==> src/rtl/mem_port_arbiter.sv <==
// mem_port_arbiter: shares the core's single memory bus port between
// instruction fetch (IF) and the MEM stage. One transaction is outstanding
// at a time, and MEM wins ties. The block produces sticky per-slot
// completion flags (if_ok_o = fetched_ok, mem_ok_o = access_ok) that stay
// set until the pipeline advances (inst_valid_i).
//
// Ports:
//   clk, rst          clock; asynchronous active-high reset
//   if_*              fetch request (req / dont_fetch / flush / addr) and result (rdata / ok)
//   mem_*             data access (read / write / addr / wdata / wstrb) and result (rdata / ok)
//   inst_valid_i      pipeline advanced this cycle; closes the slot
//   bus_*             bus request side (req / we / addr / wdata / wstrb, gnt)
//                     and response side (rvalid / rdata)
//   busy_o            a transaction is outstanding
module mem_port_arbiter #(
  parameter int ADDR_W = 64,
  parameter int DATA_W = 64
) (
  input  logic                clk,
  input  logic                rst,
  input  logic                if_req_i,
  input  logic                if_dont_fetch_i,
  input  logic                if_flush_i,
  input  logic [ADDR_W-1:0]   if_addr_i,
  output logic [DATA_W-1:0]   if_rdata_o,
  output logic                if_ok_o,
  input  logic                mem_read_i,
  input  logic                mem_write_i,
  input  logic [ADDR_W-1:0]   mem_addr_i,
  input  logic [DATA_W-1:0]   mem_wdata_i,
  input  logic [DATA_W/8-1:0] mem_wstrb_i,
  output logic [DATA_W-1:0]   mem_rdata_o,
  output logic                mem_ok_o,
  input  logic                inst_valid_i,
  output logic                bus_req_o,
  output logic                bus_we_o,
  output logic [ADDR_W-1:0]   bus_addr_o,
  output logic [DATA_W-1:0]   bus_wdata_o,
  output logic [DATA_W/8-1:0] bus_wstrb_o,
  input  logic                bus_gnt_i,
  input  logic                bus_rvalid_i,
  input  logic [DATA_W-1:0]   bus_rdata_i,
  output logic                busy_o
);

  typedef enum logic [2:0] {IDLE, REQ_IF, REQ_MEM, WAIT_IF, WAIT_MEM} state_t;

  state_t state, state_nxt;
  logic   mem_pend, if_pend;
  logic   grant_mem, grant_if;
  logic   rsp_if, rsp_mem, rsp_if_keep;
  logic   discard;

  // Sticky ok flags stop a completed access from being reissued within the slot.
  assign mem_pend = (mem_read_i | mem_write_i) & ~mem_ok_o;
  assign if_pend  = if_req_i & ~if_dont_fetch_i & ~if_flush_i & ~if_ok_o;

  assign rsp_if  = (state == WAIT_IF)  & bus_rvalid_i;
  assign rsp_mem = (state == WAIT_MEM) & bus_rvalid_i;
  // A flush that arrives in the same cycle as the response also kills it.
  assign rsp_if_keep = rsp_if & ~discard & ~if_flush_i;

  always_ff @(posedge clk or posedge rst) begin
    if (rst) state <= IDLE;
    else     state <= state_nxt;
  end

  always_comb begin
    state_nxt = state;
    grant_mem = 1'b0;
    grant_if  = 1'b0;
    bus_req_o = 1'b0;
    busy_o    = (state != IDLE);
    case (state)
      IDLE: begin
        // No new grant while the slot is closing; the ok flags are about to clear.
        if (!inst_valid_i) begin
          if (mem_pend) begin
            state_nxt = REQ_MEM;
            grant_mem = 1'b1;
          end else if (if_pend) begin
            state_nxt = REQ_IF;
            grant_if  = 1'b1;
          end
        end
      end
      REQ_IF: begin
        bus_req_o = 1'b1;
        if (bus_gnt_i) state_nxt = WAIT_IF;
      end
      REQ_MEM: begin
        bus_req_o = 1'b1;
        if (bus_gnt_i) state_nxt = WAIT_MEM;
      end
      WAIT_IF:  if (bus_rvalid_i) state_nxt = IDLE;
      WAIT_MEM: if (bus_rvalid_i) state_nxt = IDLE;
      default:  state_nxt = IDLE;
    endcase
  end

  // Payload is captured on entry to REQ_x and held until the next grant.
  always_ff @(posedge clk or posedge rst) begin
    if (rst) begin
      bus_we_o    <= 1'b0;
      bus_addr_o  <= '0;
      bus_wdata_o <= '0;
      bus_wstrb_o <= '0;
    end else if (grant_mem) begin
      bus_we_o    <= mem_write_i;
      bus_addr_o  <= mem_addr_i;
      bus_wdata_o <= mem_wdata_i;
      bus_wstrb_o <= mem_wstrb_i;
    end else if (grant_if) begin
      bus_we_o    <= 1'b0;
      bus_addr_o  <= if_addr_i;
      bus_wdata_o <= '0;
      bus_wstrb_o <= '0;
    end
  end

  // discard marks an in-flight fetch as obsolete; it is consumed by its response.
  always_ff @(posedge clk or posedge rst) begin
    if (rst)                                                     discard <= 1'b0;
    else if (rsp_if)                                             discard <= 1'b0;
    else if (if_flush_i && (state == REQ_IF || state == WAIT_IF)) discard <= 1'b1;
  end

  always_ff @(posedge clk or posedge rst) begin
    if (rst) begin
      if_ok_o    <= 1'b0;
      if_rdata_o <= '0;
    end else begin
      if (inst_valid_i || if_flush_i) if_ok_o <= 1'b0;
      else if (rsp_if_keep)           if_ok_o <= 1'b1;
      if (rsp_if_keep) if_rdata_o <= bus_rdata_i;
    end
  end

  always_ff @(posedge clk or posedge rst) begin
    if (rst) begin
      mem_ok_o    <= 1'b0;
      mem_rdata_o <= '0;
    end else begin
      if (inst_valid_i) mem_ok_o <= 1'b0;
      else if (rsp_mem) mem_ok_o <= 1'b1;
      // Stores leave the load-data register untouched.
      if (rsp_mem && !bus_we_o) mem_rdata_o <= bus_rdata_i;
    end
  end

endmodule

==> config.mk <==
export PLATFORM = sky130hd
export DESIGN_NAME = mem_port_arbiter
export DESIGN_NICKNAME = d
export VERILOG_FILES = /design/src/rtl/mem_port_arbiter.sv
export SDC_FILE = /design/constraint.sdc
export NUM_CORES = 1
export LEC_CHECK = 0
export BUFFER_PORTS_ARGS = -buffer_cell sky130_fd_sc_hd__buf_4
export CAP_MARGIN = 10
export CELL_PAD_IN_SITES_DETAIL_PLACEMENT = 0
export CELL_PAD_IN_SITES_GLOBAL_PLACEMENT = 1
export CORE_AREA = 5 5 207 209
export CTS_CLUSTER_DIAMETER = 80
export DETAILED_ROUTE_END_ITERATION = 16
export DIE_AREA = 0 0 212 214
export HOLD_SLACK_MARGIN = 0.08
export PLACE_DENSITY_LB_ADDON = 0.05
export SYNTH_ARGS = -nofsm -noshare
export SYNTH_HDL_FRONTEND = slang
export SYNTH_SLANG_ARGS = --single-unit
export TNS_END_PERCENT = 10
==> constraint.sdc <==
create_clock -name clk -period 15.4 [get_ports clk]
set_input_delay 0.77 -clock clk [delete_from_list [all_inputs] [get_ports clk]]
set_output_delay 0.77 -clock clk [all_outputs]
set_load 0.03 [all_outputs]
Word-level counts from Yosys, hierarchy flattened
Cells that the tools add are included.
{"block": "totals", "regBits": 271, "latch_bits": 0, "ramBits": 0, "rom_bits": 0, "input_bits": 274, "out_inout_bits": 269, "memories": 0}
{"block": "classes", "n_addsub": 0, "mul": 0, "div": 0, "order_cmp": 0, "n_eq_ne": 9, "shifts": 0, "muxes": 29, "bitwise_logic": 14, "n_reduce_logical": 14}
{"op": "two-way mux 64 bit", "n": 4}
{"op": "two-way mux 3 bit", "n": 6}
{"op": "two-way mux 1 bit", "n": 16}
{"op": "two-way mux 8 bit", "n": 2}
{"op": "case mux 3 bit (4 select lines)", "n": 1}
{"op": "bitwise AND 1 bit", "n": 8}
{"op": "nonzero test 2 bit", "n": 4}
{"op": "== test 3 x 2 -> 1 bit, second input constant", "n": 2}
{"op": "inequality test 2 bit, second input constant", "n": 3}
{"op": "NOT 1 bit", "n": 5}
{"op": "AND reduction 5 bit", "n": 1}
{"op": "OR reduction 2 bit", "n": 2}
{"op": "== test 3 x 1 -> 1 bit, second input constant", "n": 1}
{"op": "== test 3 bit, second input constant", "n": 1}
{"op": "zero test 3 bit", "n": 1}
{"op": "inequality test 3 bit, second input constant", "n": 1}
{"op": "nonzero test 3 bit", "n": 1}
{"op": "logical AND 1 bit", "n": 2}
{"op": "logical OR 1 bit", "n": 2}
{"op": "inequality test 2 x 1 -> 1 bit, second input constant", "n": 1}
{"op": "zero test 1 bit", "n": 1}
{"op": "bitwise OR 1 bit", "n": 1}

Longest topological paths before layout
Gate-level depths: netlist of the first run.
{"block": "depth", "depth_word": 10, "depth_mapped": 6}

Worst setup path before layout of the first run
OpenSTA, ideal clock, no wires.
{"block": "synth_path", "path_type": "input to register", "startpoint": "input bus_rvalid_i", "endpoint": "register if_rdata_o[0]", "setup_time_ps": 125, "arrival_ps": 1875, "t_required_ps": 15275, "path_slack_ps": 13401, "path_stages": 4, "path_cell_list": "nand4b_1 nor3_4 buf_6 mux2_2"}
{"block": "synth_via", "elab_chain_cells": 3}
{"item": "start: declaration", "line": "41", "rtl": "input logic bus_rvalid_i,"}
{"item": "bitwise AND 1 bit", "line": "58", "rtl": "assign rsp_if = (state == WAIT_IF) & bus_rvalid_i;"}
{"item": "bitwise AND 1 bit (2 in series)", "line": "61", "rtl": "assign rsp_if_keep = rsp_if & ~discard & ~if_flush_i;"}
{"item": "end signal: assignment", "line": "135", "rtl": "if (rsp_if_keep) if_rdata_o <= bus_rdata_i;"}
{"item": "end: declaration", "line": "25", "rtl": "output logic [DATA_W-1:0] if_rdata_o,"}
Every way passes these cells.
A chain may end at the register's enable or synchronous reset.

Worst setup path after layout of the first run
{"block": "layout_path", "startpoint": "register mem_ok_o", "endpoint": "register bus_wdata_o[22]"}
{"block": "layout_via", "elab_chain_cells": 6}
{"item": "start: declaration", "line": "33", "rtl": "output logic mem_ok_o,"}
{"item": "start signal: assignment", "line": "141", "rtl": "mem_ok_o <= 1'b0;"}
{"item": "start signal: assignment", "line": "144", "rtl": "if (inst_valid_i) mem_ok_o <= 1'b0;"}
{"item": "start signal: assignment", "line": "145", "rtl": "else if (rsp_mem) mem_ok_o <= 1'b1;"}
{"item": "NOT 1 bit *", "line": "55", "rtl": "assign mem_pend = (mem_read_i | mem_write_i) & ~mem_ok_o;"}
{"item": "bitwise AND 1 bit *", "line": "55"}
{"item": "two-way mux 1 bit", "line": "78", "rtl": "if (mem_pend) begin"}
{"item": "two-way mux 1 bit", "line": "77", "rtl": "if (!inst_valid_i) begin"}
{"item": "two-way mux 1 bit", "line": "74", "rtl": "case (state)"}
{"item": "two-way mux 64 bit or nonzero test 2 bit (tied branches)"}
{"item": "end signal: assignment", "line": "111", "rtl": "bus_wdata_o <= mem_wdata_i;"}
{"item": "end: declaration", "line": "38", "rtl": "output logic [DATA_W-1:0] bus_wdata_o,"}
Every way passes the cells marked *; elsewhere a longest branch is shown, timed or not.

==> run metrics, run 1 <==
status complete, no violations; crit path cell chain o21bai_4 -> buf_4 -> nor2_4 -> o21ai_4 -> buf_4 -> buf_4 -> a22o_1; fmax roughly 0.28 GHz; Async SR Flop Fraction 1.00; Seq/Total Area, Yosys 0.631; clk slew on worst S/H paths approximately 60 ps; setup_tns 0 ps; commonest cells in the netlist dfrtp_1, mux2_2, a22o_1, a21oi_1; flops & latches, synth roughly 270; CTS tree yes; P_leak roughly 8.0 nW; CTS Buf Count 36; Slew HR 0.308; Detailed Route WL 43,100 um; Final Hold Fails 0; Worst-Skew Late Latency roughly 540 ps; Ys Warns 0; Synth Net Count ~1,000; Routability Congestion 0.752; Synth area leader dfrtp_1; Vias/cell 4.56; die width about 210 um; Crit Path Category reg2reg; gr usage total 0.182; Critical-path top delay cell buf_4; Longest Clk Path Bufs 3; worst stage delay on the critical path 800 ps; number of global-route vias before repair 9,210; largest cells by area after synthesis dfrtp_1, mux2_2, a22o_1, o2bb2ai_1, a21oi_1; worst-path fanout max 81; mapped cell area around 11,000 um^2; GRT overflow 0; VDD IR max 0.108 mV; H-tree levels 2; pwr dens ~230 nW/um^2; DP HPWL just over 30,000 um; Final Hold Slack 449 ps; Data required, critical path ~16,000 ps; CTS Hold Bufs 0; Area Overhead vs Synth 52.5%; Antenna Nets Post-Route 0; RSZ-0062 raised after global routing false; final net count around 1,600; area share of the largest cell type after synthesis 0.631; initial antenna violation count 8; Final period util 0.228; starting density of the core 0.265; final setup violation count 0; skew final 23.4 ps; minimum clock period 3520 ps; Worst Path Arrival 3990 ps; DRT iter0 DRCs around 360; dominant synthesized flop cell dfrtp_1; Clock Sinks 271; die boundary height approximately 210 um; syn_area_per_cell ~14 um^2; I/O pin count roughly 540; crit end category flip-flop; max-slew violation count 0; Post-route DRC 0; Syn Inst Count between 700 and 800; Slew @ Worst Pin between 1000 and 1500 ps; CTS root buf clkbuf_16; die footprint 45,400 um^2; maxcap violations 0; IO buf count ~540; Worst setup SP type flip-flop; Distinct cells, synth 34; most frequent cell after synthesis dfrtp_1; most used cell, CP buf_4; Post-synth EDFFs 0; cts repair resizes 0; worst min path class in2reg; drt pass-1 iters 4; DR vias 8,493; row count 74; pin count of the biggest net entering global routing roughly 140; Avg WL per Cell about 23 um; layout cells sized above 1 0.560; Post-CTS Repair Setup Buffers 0; first-pass GRT wire length around 63,000 um; core footprint around 40,000 um^2
per-layer routing:
metal / routed length [um] / up-vias / GRT usage
met1: 16500 / 4173 / 0.215
met2: 21200 / 328 / 0.299
met4: 1320 / 2 / 0.0670
met5: 13 / - / 0
li1: - / 3919 / -
met3: 4080 / 71 / 0.0737
final timing paths:
path	startpoint	end	slack, ps	cells after the start
min in group asynchronous	rst	mem_rdata_o[51]$_DFFE_PP0P_	490	2
min	mem_wdata_i[6]	bus_wdata_o[6]$_DFFE_PP0P_	450	2
max in group asynchronous	rst	if_rdata_o[61]$_DFFE_PP0P_	13230	3
max	mem_ok_o$_DFFE_PP0P_	bus_wdata_o[22]$_DFFE_PP0P_	11880	7
min reg2reg	bus_addr_o[23]$_DFFE_PP0P_	bus_addr_o[23]$_DFFE_PP0P_	490	1
max reg2reg	mem_ok_o$_DFFE_PP0P_	bus_wdata_o[22]$_DFFE_PP0P_	11880	7
metrics by stage:
step / instances / utilization / power [mW] / cell area, um^2 / setup slack, ps
floorplan: 769 / - / 2.21 / 10800 / 7160
detailed placement: 1789 / 0.374 / 2.97 / 15200 / 11480
CTS: 1855 / 0.403 / 3.82 / 16400 / 11910
global route: 1862 / 0.403 / 3.95 / 16400 / 11650
finish: 1862 / 0.403 / 3.75 / 16400 / 11880
global placement: 1789 / 0.374 / 2.96 / 15200 / 11490
final cells by class:
cell class,instances,area [um^2]
diodes,7,17.5
clock buffers,55,1070
clock inverters,11,98.8
fillers,3963,24300
inverters,3,18.8
multi-input cells,430,3590
flip-flops and latches,271,6780
well taps,532,666
repair buffers,553,4150
cell families after synthesis:
| logic type | count (synthesis) | share of synthesized area |
|---|---|---|
| flops | 271 | 0.631 |
| mux | 130 | 0.136 |
| xor+xnor | 1 | 0.000815 |
| simple gates | 25 | 0.0169 |
| compound gates | 274 | 0.177 |
| buf+inv | 68 | 0.0390 |
registers in the layout (all words and copies together), names as in the netlist:
name,flops
bus_we_o,1
state,3
bus_wdata_o,64
if_rdata_o,64
mem_ok_o,1
mem_rdata_o,64
if_ok_o,1
bus_addr_o,64
discard,1
bus_wstrb_o,8
report_power, final:
| part | total (mW) | internal, mW | leakage (nW) | switching [mW] |
|---|---|---|---|---|
| Sequential | 1.18 | 1.01 | 3.44 | 0.175 |
| Combinational | 1.74 | 0.675 | 4.03 | 1.07 |
| Clock | 0.829 | 0.500 | 0.569 | 0.330 |
| Total | 3.75 | 2.18 | 8.04 | 1.57 |
worst max-delay path, delay by kind of cell (launching register included):
family | cells | cell delay, ps
compound gates | 3 | 750
buf+inv | 3 | 1950
flops | 1 | 410
simple gates | 1 | 60
placed cells by master, fill, tap and decap left out, types with 2 or more instances in the layout:
cell and instances:
dfrtp_1 271, a21oi_1 67, buf_4 553, o21ai_0 64, nor4b_1 2, nor3_4 3, nor2_4 2, clkbuf_1 10
clkbuf_8 8, nor2_1 8, clkinv_2 4, o2bb2ai_1 64, clkinvlp_4 3, mux2_1 7, diode_2 7, mux2_2 122
inv_6 2, nor2b_1 2, clkbuf_16 37, a22o_1 72, o21a_1 2
(Power assumes the default switching activity.)
==> run 2, diff against run 1 <==
- ABC_AREA: default -> 1
- CORE_AREA: 5 5 207 209 -> 5 5 210 212
- DIE_AREA: 0 0 212 214 -> 0 0 215 217
- clock period: 15.4 -> 3.5 ns (I/O delays scaled with it)
==> run metrics, run 2 <==
P_int 10.5 mW (+380%); Critical Path End bus_addr_o[14]$_DFFE_PP0P_; DR vias 11,600 (+36%); Distinct cells, synth 23 (-32%); Synth area leader dfrtp_1; status complete, no violations; gr usage total 0.197 (+0.0146); pin count of the biggest net entering global routing 86 (-40%); die boundary height 217 um (+1.4%); Clock Sinks 271 (unchanged); syn_area_per_cell 8.86 um^2 (-37%); Post-synth EDFFs 0 (unchanged); CTS root buf clkbuf_16; Post-route DRC 0 (unchanged); crit end category flip-flop; maxcap violations 0 (unchanged); cts repair resizes 0 (unchanged); Vias/cell 4.30 (-5.7%); Slew @ Worst Pin 858 ps (-180 ps); pwr dens 925 nW/um^2 (+300%); Seq pwr share 0.292 (-0.023); Crit path depth 7 (unchanged); fillers 4,193 (+5.8%); minimum clock period 2490 ps (-1020 ps); crit path cell chain inv_1 -> nand3_1 -> nand2_2 -> buf_4 -> nand3_1 -> o21ai_1 -> dlygate4sd3_1; Combinational Power Share 0.511 (+0.047); Switching Share 0.434 (+0.0157); largest cells by area after synthesis dfrtp_1, nand2_1, o21ai_2, inv_1, o21ai_1; Crit Reg-Reg Endpoint bus_addr_o[14]$_DFFE_PP0P_; Ys Warns 0 (unchanged); Psw 8.07 mW (+410%); final setup violation count 0 (unchanged); max-slew violation count 0 (unchanged); most frequent cell after synthesis nand2_1; drt pass-1 iters 5 (+1); I/O pin count 543 (unchanged); Data required, critical path 3950 ps (-11,920 ps); layout cells sized above 1 0.338 (-0.222); fmax 0.401 GHz (+41%); Final period util 0.712 (+0.484); die footprint 46,700 um^2 (+2.8%); Worst setup SP type flip-flop; dominant synthesized flop cell dfrtp_1; P_leak 10.7 nW (+34%); Syn Inst Count 1,332 (+73%); core footprint 41,800 um^2 (+2.7%); Worst-Skew Late Latency 530 ps (about the same); Synth Net Count 1,606 (+54%); r2r startpoint mem_ok_o$_DFFE_PP0P_; Avg WL per Cell 17.6 um (-24%); Antenna Nets Post-Route 0 (unchanged); Detailed Route WL 47,200 um (+9.6%); Post-DP Area 16,200 um^2 (+6.6%); Area Overhead vs Synth 70.2%; Crit Path Category reg2reg; Longest Clk Path Bufs 3 (unchanged); flops & latches, synth 271 (unchanged); VDD IR max 0.436 mV (+300%); most used cell, CP nand3_1; initial antenna violation count 6 (-2); Routability Congestion 0.796 (+5.8%); Seq/Total Area, Yosys 0.574 (-0.0563); flop-to-flop setup slack 1010 ps (-10,880 ps); die width 215 um (+1.4%); clk slew on worst S/H paths 60 ps (about the same); Post-CTS Repair Setup Buffers 0 (unchanged); DRT iter0 DRCs 627 (+76%); IO buf count 542 (unchanged); clock power share 0.197 (-0.024); area share of the largest cell type after synthesis 0.574 (-0.0563); RSZ-0062 raised after global routing false; mapped cell area 11,800 um^2 (+9.8%); Worst Path Arrival 2950 ps (-1040 ps); DP HPWL 33,000 um (+8.0%); most frequent cells in the layout buf_4, nand2_1, dfrtp_1, dlygate4sd3_1, inv_1; Crit path max-delay family buffers and inverters; most common cell after layout, fill and taps aside buf_4; Async SR Flop Fraction 1.00 (unchanged); number of global-route vias before repair 12,100 (+31%); row count 75 (+1.4%); post-route cell area 20,100 um^2 (+23%); R2R depth 7 (unchanged); worst-path fanout max 64 (-21%); worst path buffer plus inverter count 3 (unchanged); Worst Setup SP mem_ok_o$_DFFE_PP0P_; starting density of the core 0.283 (+0.0182); skew final 10.9 ps (-12.4 ps); Total Power 18.6 mW (+390%); H-tree levels 2 (unchanged); CTS Hold Bufs 271 (+271); CTS tree yes; commonest cells in the netlist nand2_1, dfrtp_1, inv_1, o21ai_2, o21ai_1; CTS Buf Count 35 (-2.8%); Slew HR 0.428 (+0.120); worst stage delay on the critical path 600 ps (-200 ps); worst min path class in2reg; final net count 2,395 (+53%); first-pass GRT wire length 72,700 um (+15%); Final Hold Fails 0 (unchanged); GRT overflow 0 (unchanged); Critical-path top delay cell buf_4
-- run 2: power by group through the flow --
| stage | sequential, mW | combinational [mW] | clock, mW |
|---|---|---|---|
| CTS | 5.43 | 9.61 | 3.79 |
| global placement | 5.42 | 8.76 | 0 |
| finish | 5.42 | 9.49 | 3.66 |
| floorplan | 8.19 | 2.38 | 0 |
| global route | 5.61 | 10.2 | 3.89 |
| detailed placement | 5.45 | 8.79 | 0 |
-- run 2: worst register-to-register path: cells and delay by family, from the launching register on --
kind,cells,cell delay [ps]
flip-flops,1,370
AND/OR/NAND/NOR,3,600
AO/OA/AOI/OAI,1,170
buffers and inverters,3,1280
-- run 2: layer usage --
metal,vias up,global-route usage,part of all wire
met5,-,0,0.00015
met4,2,0.0668,0.029
li1,5720,-,-
met1,5415,0.242,0.40
met3,64,0.0620,0.077
met2,358,0.331,0.49
-- run 2: cell families (layout without fill, tap and decap cells) --
family | count (synthesis) | in the layout | share of synthesized area
AO/OA/AOI/OAI | 195 | 195 | 0.116
buffers and inverters | 222 | 1034 | 0.0943
flip-flops | 271 | 271 | 0.574
other | 0 | 5 | 0
AND/OR/NAND/NOR | 644 | 644 | 0.216
-- run 2: per-stage QoR --
step	std cells	worst slack, ps	utilization	TNS (ps)	hold slack (ps)
after global routing	2688	755	0.481	0	230
after detailed placement	2352	1410	0.388	0	298
after global placement	2352	1450	0.388	0	292
after CTS	2683	972	0.481	0	149
final	2688	1010	0.481	0	180
after floorplan	1332	-256	-	-69490	238
-- run 2: cell type report --
| cell class | instances | area, um^2 | share of cell area |
|---|---|---|---|
| flip-flops and latches | 271 | 6780 | 0.338 |
| multi-input cells | 839 | 3930 | 0.196 |
| inverters | 144 | 544 | 0.0271 |
| well taps | 539 | 674 | 0.0336 |
| diodes | 5 | 12.5 | 0.000623 |
| clock buffers | 57 | 1090 | 0.0543 |
| clock inverters | 3 | 68.8 | 0.00343 |
| repair buffers | 830 | 6980 | 0.348 |
-- run 2: how the worst min path moves through the flow --
| stage | start | end | slack (ps) | cells after the start |
|---|---|---|---|---|
| 6_report | mem_read_i | state[1]$_DFFE_PP0P_ | 180 | 7 |
| 5_1_grt | mem_read_i | state[1]$_DFFE_PP0P_ | 230 | 7 |
| 4_1_cts | mem_read_i | state[1]$_DFFE_PP0P_ | 150 | 7 |
| 3_5_place_dp | rst | mem_rdata_o[15]$_DFFE_PP0P_ | 300 | 2 |
| 3_3_place_gp | rst | mem_rdata_o[15]$_DFFE_PP0P_ | 290 | 2 |
| 2_1_floorplan | inst_valid_i | mem_ok_o$_DFFE_PP0P_ | 240 | 1 |
